`config.mk`:
```
export PLATFORM = sky130hd
export DESIGN_NAME = apb_cmd_master
export DESIGN_NICKNAME = d
export VERILOG_FILES = /design/src/rtl/apb_cmd_master.sv
export SDC_FILE = /design/constraint.sdc
export NUM_CORES = 1
export LEC_CHECK = 0
export BUFFER_PORTS_ARGS = -buffer_cell sky130_fd_sc_hd__buf_2
export CAP_MARGIN = 20
export CORE_ASPECT_RATIO = 1.1
export CORE_MARGIN = 1.5
export CORE_UTILIZATION = 42
export DETAILED_ROUTE_END_ITERATION = 8
export HOLD_SLACK_MARGIN = 0.08
export PLACE_DENSITY_LB_ADDON = 0.2
export SLEW_MARGIN = 10
export SYNTH_ARGS = -nofsm -noshare
export SYNTH_HDL_FRONTEND = slang
export SYNTH_SLANG_ARGS = --single-unit
```
`constraint.sdc`:
```
create_clock -name clk -period 3.86 [get_ports clk]
set_clock_uncertainty 0.15 [all_clocks]
set_input_delay 0.772 -clock clk [delete_from_list [all_inputs] [get_ports clk]]
set_output_delay 0.772 -clock clk [all_outputs]
set_load 0.02 [all_outputs]
```
`src/rtl/apb_cmd_master.sv`:
```
// APB4 master that pops one command from an FWFT command FIFO, runs one transfer and pushes a
// response word. Define APB_TIMEOUT_EN to abort ACCESS after TIMEOUT_CYCLES without pready.
module apb_cmd_master #(
    parameter int unsigned ADDR_W         = 32,
    parameter int unsigned DATA_W         = 32,
    parameter int unsigned TIMEOUT_CYCLES = 256,
    localparam int unsigned STRB_W = DATA_W / 8,
    localparam int unsigned CMD_W  = 1 + ADDR_W + DATA_W + STRB_W,
    localparam int unsigned RSP_W  = DATA_W + 2
) (
    input  logic              clk,
    input  logic              rst,
    input  logic              cmd_empty,
    input  logic [CMD_W-1:0]  cmd_data,
    output logic              cmd_rd_en,
    input  logic              rsp_full,
    output logic              rsp_wr_en,
    output logic [RSP_W-1:0]  rsp_data,
    output logic [ADDR_W-1:0] paddr,
    output logic              psel,
    output logic              penable,
    output logic              pwrite,
    output logic [DATA_W-1:0] pwdata,
    output logic [STRB_W-1:0] pstrb,
    input  logic [DATA_W-1:0] prdata,
    input  logic              pready,
    input  logic              pslverr,
    output logic              busy
);

    typedef enum logic [1:0] {StIdle, StSetup, StAccess, StResp} state_e;

    state_e state_q;

    logic              cmd_write;
    logic [ADDR_W-1:0] cmd_addr;
    logic [DATA_W-1:0] cmd_wdata;
    logic [STRB_W-1:0] cmd_strb;
    logic              tmo_hit;

    assign cmd_write = cmd_data[CMD_W-1];
    assign cmd_addr  = cmd_data[CMD_W-2 -: ADDR_W];
    assign cmd_wdata = cmd_data[STRB_W +: DATA_W];
    assign cmd_strb  = cmd_data[STRB_W-1:0];

    // Pop is gated by rst so a command is never consumed while the FSM is held in reset.
    assign cmd_rd_en = (state_q == StIdle) && !cmd_empty && !rst;
    assign rsp_wr_en = (state_q == StResp) && !rsp_full;

`ifdef APB_TIMEOUT_EN
    localparam int unsigned TmoW = (TIMEOUT_CYCLES > 2) ? $clog2(TIMEOUT_CYCLES) : 1;

    logic [TmoW-1:0] tmo_cnt_q;

    // Counts completed ACCESS cycles; hits on the last permitted one.
    always_ff @(posedge clk or posedge rst) begin
        if (rst) begin
            tmo_cnt_q <= '0;
        end else if (state_q == StSetup) begin
            tmo_cnt_q <= '0;
        end else if (state_q == StAccess && !pready && !tmo_hit) begin
            tmo_cnt_q <= tmo_cnt_q + TmoW'(1);
        end
    end

    assign tmo_hit = (tmo_cnt_q == TmoW'(TIMEOUT_CYCLES - 1));
`else
    logic [31:0] unused_timeout;

    assign unused_timeout = TIMEOUT_CYCLES;
    assign tmo_hit        = 1'b0;
`endif

    always_ff @(posedge clk or posedge rst) begin
        if (rst) begin
            state_q  <= StIdle;
            psel     <= 1'b0;
            penable  <= 1'b0;
            pwrite   <= 1'b0;
            paddr    <= '0;
            pwdata   <= '0;
            pstrb    <= '0;
            rsp_data <= '0;
            busy     <= 1'b0;
        end else begin
            unique case (state_q)
                StIdle: begin
                    if (!cmd_empty) begin
                        state_q <= StSetup;
                        psel    <= 1'b1;
                        busy    <= 1'b1;
                        pwrite  <= cmd_write;
                        paddr   <= cmd_addr;
                        pwdata  <= cmd_wdata;
                        pstrb   <= cmd_write ? cmd_strb : '0;
                    end
                end
                StSetup: begin
                    state_q <= StAccess;
                    penable <= 1'b1;
                end
                StAccess: begin
                    if (pready) begin
                        state_q  <= StResp;
                        psel     <= 1'b0;
                        penable  <= 1'b0;
                        rsp_data <= {pwrite, pslverr, pwrite ? {DATA_W{1'b0}} : prdata};
                    end else if (tmo_hit) begin
                        state_q  <= StResp;
                        psel     <= 1'b0;
                        penable  <= 1'b0;
                        rsp_data <= {pwrite, 1'b1, {DATA_W{1'b0}}};
                    end
                end
                StResp: begin
                    if (!rsp_full) begin
                        state_q <= StIdle;
                        busy    <= 1'b0;
                    end
                end
                default: begin
                    state_q <= StIdle;
                    psel    <= 1'b0;
                    penable <= 1'b0;
                    busy    <= 1'b0;
                end
            endcase
        end
    end

endmodule

```
# Yosys cells after proc, flatten, opt, wreduce, memory -nomap -nowiden
# Index checks and enable logic that the tools add are counted.
# Widths: inputs -> output; s select.
dict set report totals {
  in_bits 107
  wordCells 44
  out_inout_bits 108
  reg_bits 108
}
dict set report op_classes {
  n_bitwise 1
  n_eq_ne 6
  n_reduce_logical 16
  n_mux 12
}
# cell count
set op_table {}
lappend op_table {{$mux 32} 1}
lappend op_table {{$reduce_and 3->1} 3}
lappend op_table {{$pmux 2 s4} 1}
lappend op_table {{$mux 2} 3}
lappend op_table {{$ne 2x2->1 const B} 3}
lappend op_table {{$pmux 1 s2} 3}
lappend op_table {{$reduce_and 2->1} 3}
lappend op_table {{$reduce_bool 2->1} 3}
lappend op_table {{$eq 2x2->1 const B} 2}
lappend op_table {{$mux 4} 1}
lappend op_table {{$logic_and 1x1->1} 3}
lappend op_table {{$logic_not 1->1} 3}
lappend op_table {{$mux 1} 3}
lappend op_table {{$eq 2x1->1 const B} 1}
lappend op_table {{$logic_not 2->1} 1}
lappend op_table {{$not 1->1} 1}

# Logic depth before layout (Yosys ltp)
dict set report logic_depth {
  ltp_word 3
  depth_mapped 7
  mapped_depth_nobuf 5
}

# Worst setup path before layout
# OpenSTA, ideal clock, no wires.
dict set report synth_timing {
  path_type {input port to output port}
  start {input cmd_empty}
  end {output cmd_rd_en}
  path_slack_ns 1.467
  arrival_ns 1.471
  path_stages 4
  path_buffers 2
  required_ns 2.938
  cell_sequence {nand2b_1 > buf_2 > buf_2 > nor2_1}
}
dict set report synth_via {
  elab_chain_cells 3
}
# element line
set synth_rtl {}
lappend synth_rtl {{start, declared} 13} ;# input logic cmd_empty,
lappend synth_rtl {{$logic_not 1->1} n/a}
lappend synth_rtl {{$logic_and 1x1->1 (2 in series)} 47} ;# assign cmd_rd_en = (state_q == StIdle) && !cmd_empty && !rst;
lappend synth_rtl {{end, declared} 15} ;# output logic cmd_rd_en,
# No other way between the ends.

# Final worst setup path
dict set report layout_timing {
  start {register state_q[0]}
  end {output cmd_rd_en}
}
dict set report layout_via {
  elab_chain_cells 3
}
# element line
set layout_rtl {}
lappend layout_rtl {{start, declared} 33} ;# state_e state_q;
lappend layout_rtl {{start signal, assigned} 76} ;# state_q <= StIdle;
lappend layout_rtl {{start signal, assigned} 89} ;# state_q <= StSetup;
lappend layout_rtl {{start signal, assigned} 99} ;# state_q <= StAccess;
lappend layout_rtl {{$logic_not 2->1} 47}
lappend layout_rtl {{$logic_and 1x1->1 (2 in series)} 47}
# No other way between the ends.

==> impl_metrics.yaml <==
worst_setup_path:
  r2r-start: "state_q[0]"
  cp_max_fo: 5
  reg2reg_depth: 6
  cp-start-kind: "flip-flop"
  critPathArrivalTime_ps: 1530
  worstSetupEndpointType: "primary output"
  reg2reg_to: "pstrb[0]"
  crit_required_ps: 2940
  critPathKind: "flip-flop to primary output"
  reg2reg_slack_ps: 1680
power:
  p_per_area_mw_per_mm2: 871
  vdd_drop_max_v: 0.000376
  p_int_uw: 3010
  sw_frac_of_total_pct: 41.6
  p_sw_uw: 2150
  clock_power_share_pct: 19.2
  power_frac_seq_pct: 37.3
  comb_power_share_pct: 43.5
  leakagePower_uw: 0.00339
  power_uw: 5150
cts:
  cts_made_buffers: 9
  path_clk_slew_ps: 70
  post_cts_resized: 0
  htreeDepth: 3
  worstSkewPairLatency_ps: 330
  cts_tree: "done"
  cts_hold_buffers: 0
  cts_max_path_buffers: 2
  cts_sinks: 108
  postCtsSetupBuffers: 0
  cts-root-buf: "clkbuf_16"
route:
  wirelength_um: 10800
  drc_errors: 0
  vias_per_cell: 4.51
  initialDrtViolationCount: 122
  vias: 3718
  wl_per_cell_um: 13.1
  drtAntennaViolNets: 0
  firstDrtPassIters: 4
placement:
  dp_slack_ps: 1500
  hpwlAfterDp_um: 7540
  place.gp.congestion: 0.744
  dp_cells: 808
  io_buffers: 214
  placed_cell_area_mm2: 0.00557
sta:
  setup_viol: 0
  final_hold_viol_count: 0
  fin_crit_ps: 2460
  finalSetupTns_ps: 0
  finalCritPeriodShare_pct: 63.6
  fmax_ghz: 0.407
  setup_slack_ps: 1400
  maxSlewHeadroom_pct: 52.5
  rsz0062_at_grt: "no"
  worst_pin_slew_ps: 713
  slew_violations: 0
logic_synthesis:
  synth-simple-area-share_pct: 27.0
  synthAdderAreaFrac_pct: 1.69
  synth_xor_area_share_pct: 0
  syn_inst: 473
  synth_area_leader_cell: "dfrtp_1"
  muxShareOfSynthArea_pct: 1.15
  synth_top_family_by_area: "simple AND/OR/NAND/NOR gates"
  synth_area_mm2: 0.00444
  ys_ff_latch: 108
  synth_top_cell_area_share_pct: 60.8
  synthDistinctLibCells: 26
  synthTopCellsByArea: "dfrtp_1, nand2_1, nand2b_1"
  ys_warn_count: 0
  avgSynthCellArea_um2: 9.40
  yosysSeqAreaShare_pct: 60.8
  syn_nets: 586
  synth_compound_area_share_pct: 4.98
hold_path:
  hold_start: "pstrb[3]"
  hold_path.class: "flip-flop to flip-flop"
  hold_end: "pstrb[3]"
  whs_path_depth: 2
final_layout:
  seq_area_mm2: 0.00270
  multi_input_area_mm2: 0.00156
  nNetsFinal: 790
  num_antenna_cells: 0
  syn2layout_area_growth_pct: 33.1
  final_cells: 825
  fill_cells: 958
  fin_area_mm2: 0.00592
  drive_above_1_share_pct: 37.1
global_route:
  busiest_layer: "met2"
  grt_pass1_vias: 3660
  grt_first_pass_wirelength_um: 17500
  met2_usage_pct: 30.7
  grt_max_degree: 70
  grt_usage_pct: 19.8
  antenna_found_initial: 0
  met3_usage_pct: 6.31
  grtUsageMet1_pct: 25.2
  grt-ovfl-total: 0
status:
  status: "finished clean"
floorplanning:
  initial_core_util_pct: 43.0
  fp.coreArea_mm2: 0.0103
  rows: 39
  io_pins: 215
  die_w_um: 101
  die_area_mm2: 0.0112
  die_h_um: 111
flow_run:
  drv_cap: 0
-- sequential cells by signal (all words and copies together), names as in the netlist --
signal / flops
pwdata: 32
rsp_data: 34
state_q: 2
paddr: 32
psel: 1
busy: 1
pstrb: 4
pwrite: 1
penable: 1
-- power by group through the flow --
stage / Sequential [µW] / Combinational, µW / Clock (µW)
after floorplan: 2550 / 896 / 0
after global placement: 1910 / 2210 / 0
after detailed placement: 1940 / 2270 / 0
after CTS: 1930 / 2270 / 1020
after global routing: 1990 / 2500 / 1060
final: 1920 / 2240 / 989
-- stage by stage --
stage          hold WS (ps)  util [%]
2_1_floorplan           408         -
3_3_place_gp            297      53.8
3_5_place_dp            302      53.8
4_1_cts                 318      57.0
5_1_grt                 342      57.2
6_report                315      57.2
-- critical path, cell delays in order, from the launching register on --
cell and delay [ps]:
dfrtp_1 420, inv_1 130, ha_1 270, nand2b_2 110
nor2_1 90, buf_2 180
-- cells in the mapped netlist (all sizes together) --
master     n
nand2    240
dfrtp    108
nand2b    34
o21ai     32
buf       21
ha         6
clkbuf     5
nand3      5
inv        4
nor2       4
mux2       3
a21oi      2
nor2b      2
and4b      1
mux2i      1
nand3b     1
nor3       1
o22ai      1
o2bb2ai    1
or2        1
-- layout by cell type, fill, tap and decap left out, types with 2 or more instances in the layout --
cell type     n
nand2_1     239
buf_2       214
dfrtp_1     108
nand2b_1     33
o21ai_0      24
clkbuf_16     9
o21ai_2       8
ha_1          6
nand3_1       5
inv_1         3
nor2_1        3
clkinvlp_4    3
buf_4         3
mux2_4        2
a21oi_1       2
bufinv_16     2
buf_12        2
-- layout make-up --
| class | count | area share, % |
|---|---|---|
| sequential | 108 | 45.7 |
| multi-input combinational | 335 | 26.3 |
| timing repair buffer | 219 | 19.2 |
| clock buffer | 10 | 4.04 |
| tap | 143 | 3.02 |
| clock inverter | 6 | 1.48 |
| inverter | 4 | 0.296 |
-- worst max-delay path by stage --
stage | slack [ps] | startpoint | cells after the start | end
3_5_place_dp | 1500 | pready | 3 | rsp_data[33]
6_report | 1400 | state_q[0] | 5 | cmd_rd_en
3_3_place_gp | 1510 | pready | 3 | rsp_data[33]
4_1_cts | 1370 | state_q[0] | 5 | cmd_rd_en
2_1_floorplan | 90 | rst | 1 | busy
5_1_grt | 1280 | state_q[0] | 5 | cmd_rd_en
-- routing by layer --
layer	wire length [µm]	share of wire, %	up-vias
met5	0	0	-
met4	185	1.7	0
met3	953	8.8	12
met2	5040	47	149
met1	4620	43	1688
li1	-	-	1869
-- kinds of logic (layout without fill, tap and decap cells) --
| family | Yosys count | after routing |
|---|---|---|
| flops | 108 | 108 |
| mux | 4 | 4 |
| compound gates | 36 | 36 |
| buf+inv | 30 | 239 |
| simple gates | 289 | 289 |
| fa+ha+maj | 6 | 6 |
No activity file was read; power rests on OpenSTA's default activity.
